`config.mk`:
```
export PLATFORM = sky130hd
export DESIGN_NAME = control_unit
export DESIGN_NICKNAME = d
export VERILOG_FILES = /design/src/rtl/control_unit.sv
export SDC_FILE = /design/constraint.sdc
export NUM_CORES = 1
export LEC_CHECK = 0
export CORE_MARGIN = 2
export CORE_UTILIZATION = 24
export DETAILED_ROUTE_END_ITERATION = 6
export PLACE_DENSITY = 0.8
export SYNTH_ARGS = -nofsm -noshare
export SYNTH_HDL_FRONTEND = slang
export SYNTH_SLANG_ARGS = --single-unit
```
`constraint.sdc`:
```
create_clock -name clk -period 1.63 [get_ports clk]
set_input_delay 0.326 -clock clk [delete_from_list [all_inputs] [get_ports clk]]
set_output_delay 0.326 -clock clk [all_outputs]
set_load 0.01 [all_outputs]
```
`src/rtl/control_unit.sv`:
```
// Instruction-sequencing controller: fetch (T0-T2), decode (T3) and ALU
// execute (T4-T5) for a single-bus datapath, with a HALT state left only by clr.
module control_unit (
    input  logic        clk,
    input  logic        clr,
    input  logic [31:0] IR,
    input  logic        Mem_rdy,
    output logic        PCout,
    output logic        MARin,
    output logic        IncPC,
    output logic        Zin,
    output logic        Zlowout,
    output logic        PCin,
    output logic        Read,
    output logic        MDRin,
    output logic        MDRout,
    output logic        IRin,
    output logic        Yin,
    output logic        Rout,
    output logic [3:0]  Rout_sel,
    output logic        Rin,
    output logic [3:0]  Rin_sel,
    output logic [3:0]  ALU_op,
    output logic        Run,
    output logic [2:0]  State
);

    // state | meaning
    // T0    | PC -> MAR, PC+1 -> Z
    // T1    | Z -> PC, memory read into MDR; waits here for Mem_rdy
    // T2    | MDR -> IR
    // T3    | decode; ALU ops load Y from Rb, halt/no-op strobe nothing
    // T4    | Rc on bus, ALU result -> Z
    // T5    | Z -> Ra
    // HALT  | idle with Run low until clr
    typedef enum logic [2:0] {
        T0     = 3'b000,
        T1     = 3'b001,
        T2     = 3'b010,
        T3     = 3'b011,
        T4     = 3'b100,
        T5     = 3'b101,
        HALT   = 3'b110,
        UNUSED = 3'b111
    } state_e;

    localparam logic [4:0] OP_HALT = 5'b11011;

    state_e     state_q;
    state_e     state_d;
    logic [4:0] opcode;
    logic [3:0] ra;
    logic [3:0] rb;
    logic [3:0] rc;
    logic       is_alu;
    logic [3:0] alu_code;
    logic       unused_ir;

    assign opcode    = IR[31:27];
    assign ra        = IR[26:23];
    assign rb        = IR[22:19];
    assign rc        = IR[18:15];
    assign unused_ir = ^IR[14:0];

    always_comb begin
        is_alu   = 1'b1;
        alu_code = 4'b0000;
        case (opcode)
            5'b00011: alu_code = 4'b0000;
            5'b00100: alu_code = 4'b0001;
            5'b00101: alu_code = 4'b0010;
            5'b00110: alu_code = 4'b0011;
            5'b00111: alu_code = 4'b0100;
            5'b01000: alu_code = 4'b0101;
            5'b01001: alu_code = 4'b0110;
            5'b01010: alu_code = 4'b0111;
            5'b01011: alu_code = 4'b1000;
            default:  is_alu   = 1'b0;
        endcase
    end

    always_comb begin
        state_d = T0;
        case (state_q)
            T0:      state_d = T1;
            T1:      state_d = Mem_rdy ? T2 : T1;
            T2:      state_d = T3;
            T3: begin
                if (is_alu)
                    state_d = T4;
                else if (opcode == OP_HALT)
                    state_d = HALT;
                else
                    state_d = T0;
            end
            T4:      state_d = T5;
            T5:      state_d = T0;
            HALT:    state_d = HALT;
            default: state_d = T0;
        endcase
    end

    always_ff @(posedge clk or posedge clr) begin
        if (clr)
            state_q <= T0;
        else
            state_q <= state_d;
    end

    // Outputs decode the live state and IR; clr gates them so the bus is quiet
    // the instant reset is applied, even though T0 itself carries strobes.
    always_comb begin
        PCout    = 1'b0;
        MARin    = 1'b0;
        IncPC    = 1'b0;
        Zin      = 1'b0;
        Zlowout  = 1'b0;
        PCin     = 1'b0;
        Read     = 1'b0;
        MDRin    = 1'b0;
        MDRout   = 1'b0;
        IRin     = 1'b0;
        Yin      = 1'b0;
        Rout     = 1'b0;
        Rout_sel = 4'b0000;
        Rin      = 1'b0;
        Rin_sel  = 4'b0000;
        ALU_op   = 4'b0000;
        Run      = 1'b1;
        if (!clr) begin
            case (state_q)
                T0: begin
                    PCout = 1'b1;
                    MARin = 1'b1;
                    IncPC = 1'b1;
                    Zin   = 1'b1;
                end
                T1: begin
                    Zlowout = 1'b1;
                    PCin    = 1'b1;
                    Read    = 1'b1;
                    MDRin   = 1'b1;
                end
                T2: begin
                    MDRout = 1'b1;
                    IRin   = 1'b1;
                end
                T3: begin
                    if (is_alu) begin
                        Rout     = 1'b1;
                        Rout_sel = rb;
                        Yin      = 1'b1;
                    end
                end
                T4: begin
                    Rout     = 1'b1;
                    Rout_sel = rc;
                    Zin      = 1'b1;
                    ALU_op   = alu_code;
                end
                T5: begin
                    Zlowout = 1'b1;
                    Rin     = 1'b1;
                    Rin_sel = ra;
                end
                HALT:    Run = 1'b0;
                default: Run = 1'b1;
            endcase
        end
    end

    assign State = state_q;

endmodule

```
* Word-level counts from Yosys, hierarchy flattened *
Index checks and enable logic that the tools add are counted.

cells by class
  equal/unequal tests = 16
  multiplexer cells = 32
  reduce and logical (&&, ||, !) cells = 4

operator list
  kind                                                                    number
  4-bit one-hot mux with 8 select lines                                   1
  4-bit 2-to-1 mux                                                        6
  5-bit by 3-bit equality test with 1-bit output (second input constant)  4
  5-bit by 4-bit equality test with 1-bit output (second input constant)  4
  1-bit 2-to-1 mux                                                        19
  3-bit one-hot mux with 6 select lines                                   1
  3-bit equality test (second input constant)                             3
  9-bit OR reduction                                                      1
  4-bit one-hot mux with 2 select lines                                   1
  3-bit by 2-bit equality test with 1-bit output (second input constant)  2
  3-bit 2-to-1 mux                                                        2
  5-bit by 2-bit equality test with 1-bit output (second input constant)  1
  5-bit equality test (second input constant)                             1
  2-bit OR reduction                                                      2
  3-bit by 1-bit equality test with 1-bit output (second input constant)  1
  3-bit logical NOT                                                       1
  2-bit 2-to-1 mux                                                        1
  1-bit one-hot mux with 2 select lines                                   1

word-level totals
  bits in registers = 3
  input port bits = 35
  output and inout port bits = 29
  word-level logic and storage cells = 53

* Depth between registers and ports, before layout *
Gate-level depths: netlist of the first run.

  depth in word-level cells = 6
  mapped depth = 5

* Worst setup path before layout of the first run *
OpenSTA, ideal clock, no wires.

  kind = register to output
  from = reg state_q[0] (netlist: State[0])
  to = out MARin
  data arrival time = 1.402 ns
  data required time = 1.304 ns
  path slack = -0.098 ns
  cell stages (with the launch flop) = 4
  cell sequence = dfrtp_1 buf_2 nor4_1 buf_4

on the way
  word-level cells in the longest chain between the ends = 3

ends and longest elaborated chain
  what                           RTL line  RTL
  start, declared                49        state_e state_q;
  start signal, assigned         107       state_q <= state_d;
  3-bit logical NOT              n/a
  1-bit 2-to-1 mux (2 in a row)  n/a
  end, declared                  9         output logic MARin,

No other way between the ends.

* Worst setup path in the final report of the first run *
  from = in IR[29]
  to = out Rout_sel[0]

on the way
  word-level cells in the longest chain between the ends = 6
  elaborated cells on any way between the ends = 14
  those cells by class = 9 x eq/ne; 4 x mux; 1 x reduce/logical

ends and longest elaborated chain
  what                                                                          RTL line  RTL
  start, declared                                                               6         input logic [31:0] IR,
  5-bit by 4-bit equality test with 1-bit output, or another cell as far along  68        case (opcode)
  9-bit OR reduction (no source line) *                                         n/a
  1-bit 2-to-1 mux *                                                            68
  4-bit 2-to-1 mux *                                                            149       if (is_alu) begin
  4-bit one-hot mux with 2 select lines *                                       131       case (state_q)
  4-bit 2-to-1 mux *                                                            130       if (!clr) begin
  end, declared                                                                 20        output logic [3:0] Rout_sel,

Every way passes the cells marked *; elsewhere a longest branch is shown, timed or not.

==> results of run 1 <==
[kinds of logic (layout without fill, tap and decap cells)]
group | count (synthesis) | after routing
buffers and inverters | 11 | 79
AOI/OAI and AO/OA | 13 | 13
and+or+nand+nor | 28 | 28
xor gates and xnor gates | 2 | 2
DFF | 3 | 3
[Yosys cell counts (2+ instances only)]
cell and instances:
dfrtp_1 3, inv_1 2, buf_2 3, nand2b_1 2, or3_1 2, nor3_1 3, a22o_1 4, buf_4 5
and4b_1 2, nor2_1 3, a21oi_1 4, nand3b_1 4, and2_1 4
[routing by layer]
metal,global-route usage,vias to the layer above
li1,-,348
met1,0.213,319
met2,0.312,36
met3,0.0340,6
met4,0.0919,0
met5,0,-
[what timing repair did]
action | in CTS | in global routing
pin swaps | 15 | 9
setup endpoints to repair | 29 | 25
hold buffers | 0 | 0
gates resized for setup | 119 | 17
setup buffers | 4 | 3
[through the flow]
stage | hold WS [ps] | power, mW | instance area (sq um)
2_1_floorplan | 279 | 0.498 | 478
3_3_place_gp | 607 | 0.902 | 1070
3_5_place_dp | 641 | 0.924 | 1070
4_1_cts | 276 | 1.13 | 1060
5_1_grt | 300 | 1.26 | 1100
6_report | 285 | 1.18 | 1100
[layout make-up]
type | instances | area [sq um] | area share
flip-flops and latches | 3 | 77.6 | 0.0705
well taps | 25 | 31.3 | 0.0284
inverters | 2 | 7.51 | 0.00682
multi-input cells | 43 | 395 | 0.359
clock buffers | 4 | 26.3 | 0.0239
repair buffers | 73 | 563 | 0.511
[cell usage in the layout (no fill, tap or decap), types with 2 or more instances in the layout]
master	instances
a21oi_1	2
dlygate4sd2_1	6
buf_6	4
buf_4	22
inv_1	2
and4b_2	2
dfrtp_2	2
dlymetal6s2s_1	2
nand3b_1	4
a22o_1	4
nor2_1	2
buf_2	24
nand2b_4	2
or3_1	2
clkdlybuf4s50_1	13
a21oi_2	2
nor3_4	3
clkbuf_4	3
and2_1	4
[worst max-delay path, delay by kind of cell]
| kind | cells | cell delay (ps) |
|---|---|---|
| AOI/OAI and AO/OA | 2 | 530 |
| buffers and inverters | 2 | 420 |
| and+or+nand+nor | 1 | 280 |
[path summary, 6_finish.rpt]
check,from,end,slack [ps],cells after the start
min reg2reg,State[0],State[2],610,2
max,IR[29],Rout_sel[0],-260,5
max in group asynchronous,clr,State[1],1240,3
min,clr,State[0],280,3
min in group clk,IR[31],State[1],590,4
max reg2reg,State[1],State[1],490,5
[where the power goes]
group          internal [mW]  switching (mW)  total, mW  leakage (nW)
sequential             0.110          0.0300      0.140        0.0353
clock                 0.0915          0.0356      0.127        0.0150
combinational          0.488           0.421      0.909         0.520
==> flow_metrics.env, run 1 <==
export IMPL_syn_area_per_cell_sq_um=8.10
export IMPL_synth_xor_area_frac=0.0379
export IMPL_top_layer="met4"
export IMPL_synth_top_area_cell="dfrtp_1"
export IMPL_fp_coreArea_sq_um=1760
export IMPL_die_h_um=47.9
export IMPL_setup_tns_final_ps=-2650
export IMPL_rows=15
export IMPL_vias=709
export IMPL_synth_top_area_frac=0.163
export IMPL_fin_util=0.624
export IMPL_synth_area_leaders="dfrtp_1 16%, buf_4 8.1%, a22o_1 7.6%"
export IMPL_fill_cells=160
export IMPL_synthFlopType="dfrtp_1"
export IMPL_period_share=1.16
export IMPL_wl_met1_um=800
export IMPL_max_freq_mhz=531
export IMPL_synthDistinctLibCells=29
export IMPL_yosysSeqAreaShare=0.163
export IMPL_skew_ps=1.40
export IMPL_place_congestion=0.721
export IMPL_cp_slowest_cell="a211o_1"
export IMPL_p_per_area_nw_per_um2=1070
export IMPL_synth_area_mux_share=0
export IMPL_layout_nets=161
export IMPL_cts_tree="done"
export IMPL_cp_cell_sequence="dlygate4sd2_1 -> a211o_1 -> and4b_2 -> a22o_1 -> buf_2"
export IMPL_drc=0
export IMPL_io_buffers=48
export IMPL_synth_async_reset_ratio=1.00
export IMPL_synth_top_family_by_area="simple AND/OR/NAND/NOR gates"
export IMPL_syn2layout_area_growth_pct=138
export IMPL_netlist_area_sq_um=462
export IMPL_synthCells=57
export IMPL_leakagePower_nw=0.570
export IMPL_htreeDepth=1
export IMPL_ys_seq_elements=3
export IMPL_holdCritPathClass="in -> async"
export IMPL_overflow=0
export IMPL_grt_pass1_vias=664
export IMPL_clock_sinks=3
export IMPL_worstSetupEndpointType="primary output"
export IMPL_fin_cells=150
export IMPL_post_route_min_period_ps=1890
export IMPL_critPathArrivalTime_ps=1560
export IMPL_place_inst=140
export IMPL_chipWidth_um=47.9
export IMPL_antenna_found_initial=0
export IMPL_root_buffer="clkbuf_4"
export IMPL_yosysWarnings=0
export IMPL_worst_pin_slew_ps=308
export IMPL_slew_viol_final=0
export IMPL_path_max_fanout=5
export IMPL_synth_simple_area_share=0.444
export IMPL_rsz0062_at_grt="true"
export IMPL_max_vdd_ir_drop_mv=0.751
export IMPL_critPathKind="in -> out"
export IMPL_wl_met3_um=153
export IMPL_grt_pass1_wl_um=2870
export IMPL_clkTransAtPathRegs_ps=40
export IMPL_viasPerCell=4.73
export IMPL_drive_gt1_frac=0.568
export IMPL_detail_route_antenna_nets=0
export IMPL_initial_core_util=0.262
export IMPL_wl_met2_um=1120
export IMPL_io_pins=64
export IMPL_synth_adder_area_share=0
export IMPL_cp_required_ps=1300
export IMPL_hold_viol_final=0
export IMPL_setup_violations=22
export IMPL_cp_start_kind="primary input"
export IMPL_wl_um=2110
export IMPL_cpPeakStageDelay_ps=290
export IMPL_grt_util_all_layers=0.181
export IMPL_cts_buffers=3
export IMPL_die_area_sq_um=2290
export IMPL_violations="negative setup slack"
export IMPL_synth_compound_area_frac=0.201
export IMPL_firstDrtPassIters=4
export IMPL_initialDrtViolationCount=19
export IMPL_place_hpwl_um=1620
export IMPL_clk_path_buf_depth=2
export IMPL_post_place_ws_ps=-801
export IMPL_synth_edf_count=0
export IMPL_clkLatencyLatePin_ps=230
export IMPL_status="finished with violations"
export IMPL_diodes=0
export IMPL_wl_per_cell_um=14.1
export IMPL_max_cap_viol_count=0
export IMPL_slew_headroom=0.794
export IMPL_synth_fp_nets=92
export IMPL_grt_max_degree=9
export IMPL_largest_register_ffs=3
export IMPL_setup_ws_ps=-255
(Power assumes the default switching activity.)
==> inputs of run 2 (changes only) <==
Settings changed: CTS_CLUSTER_SIZE from default to 14.
==> results of run 2 <==
Final layout, timing and power as in run 1 (identical DEF).
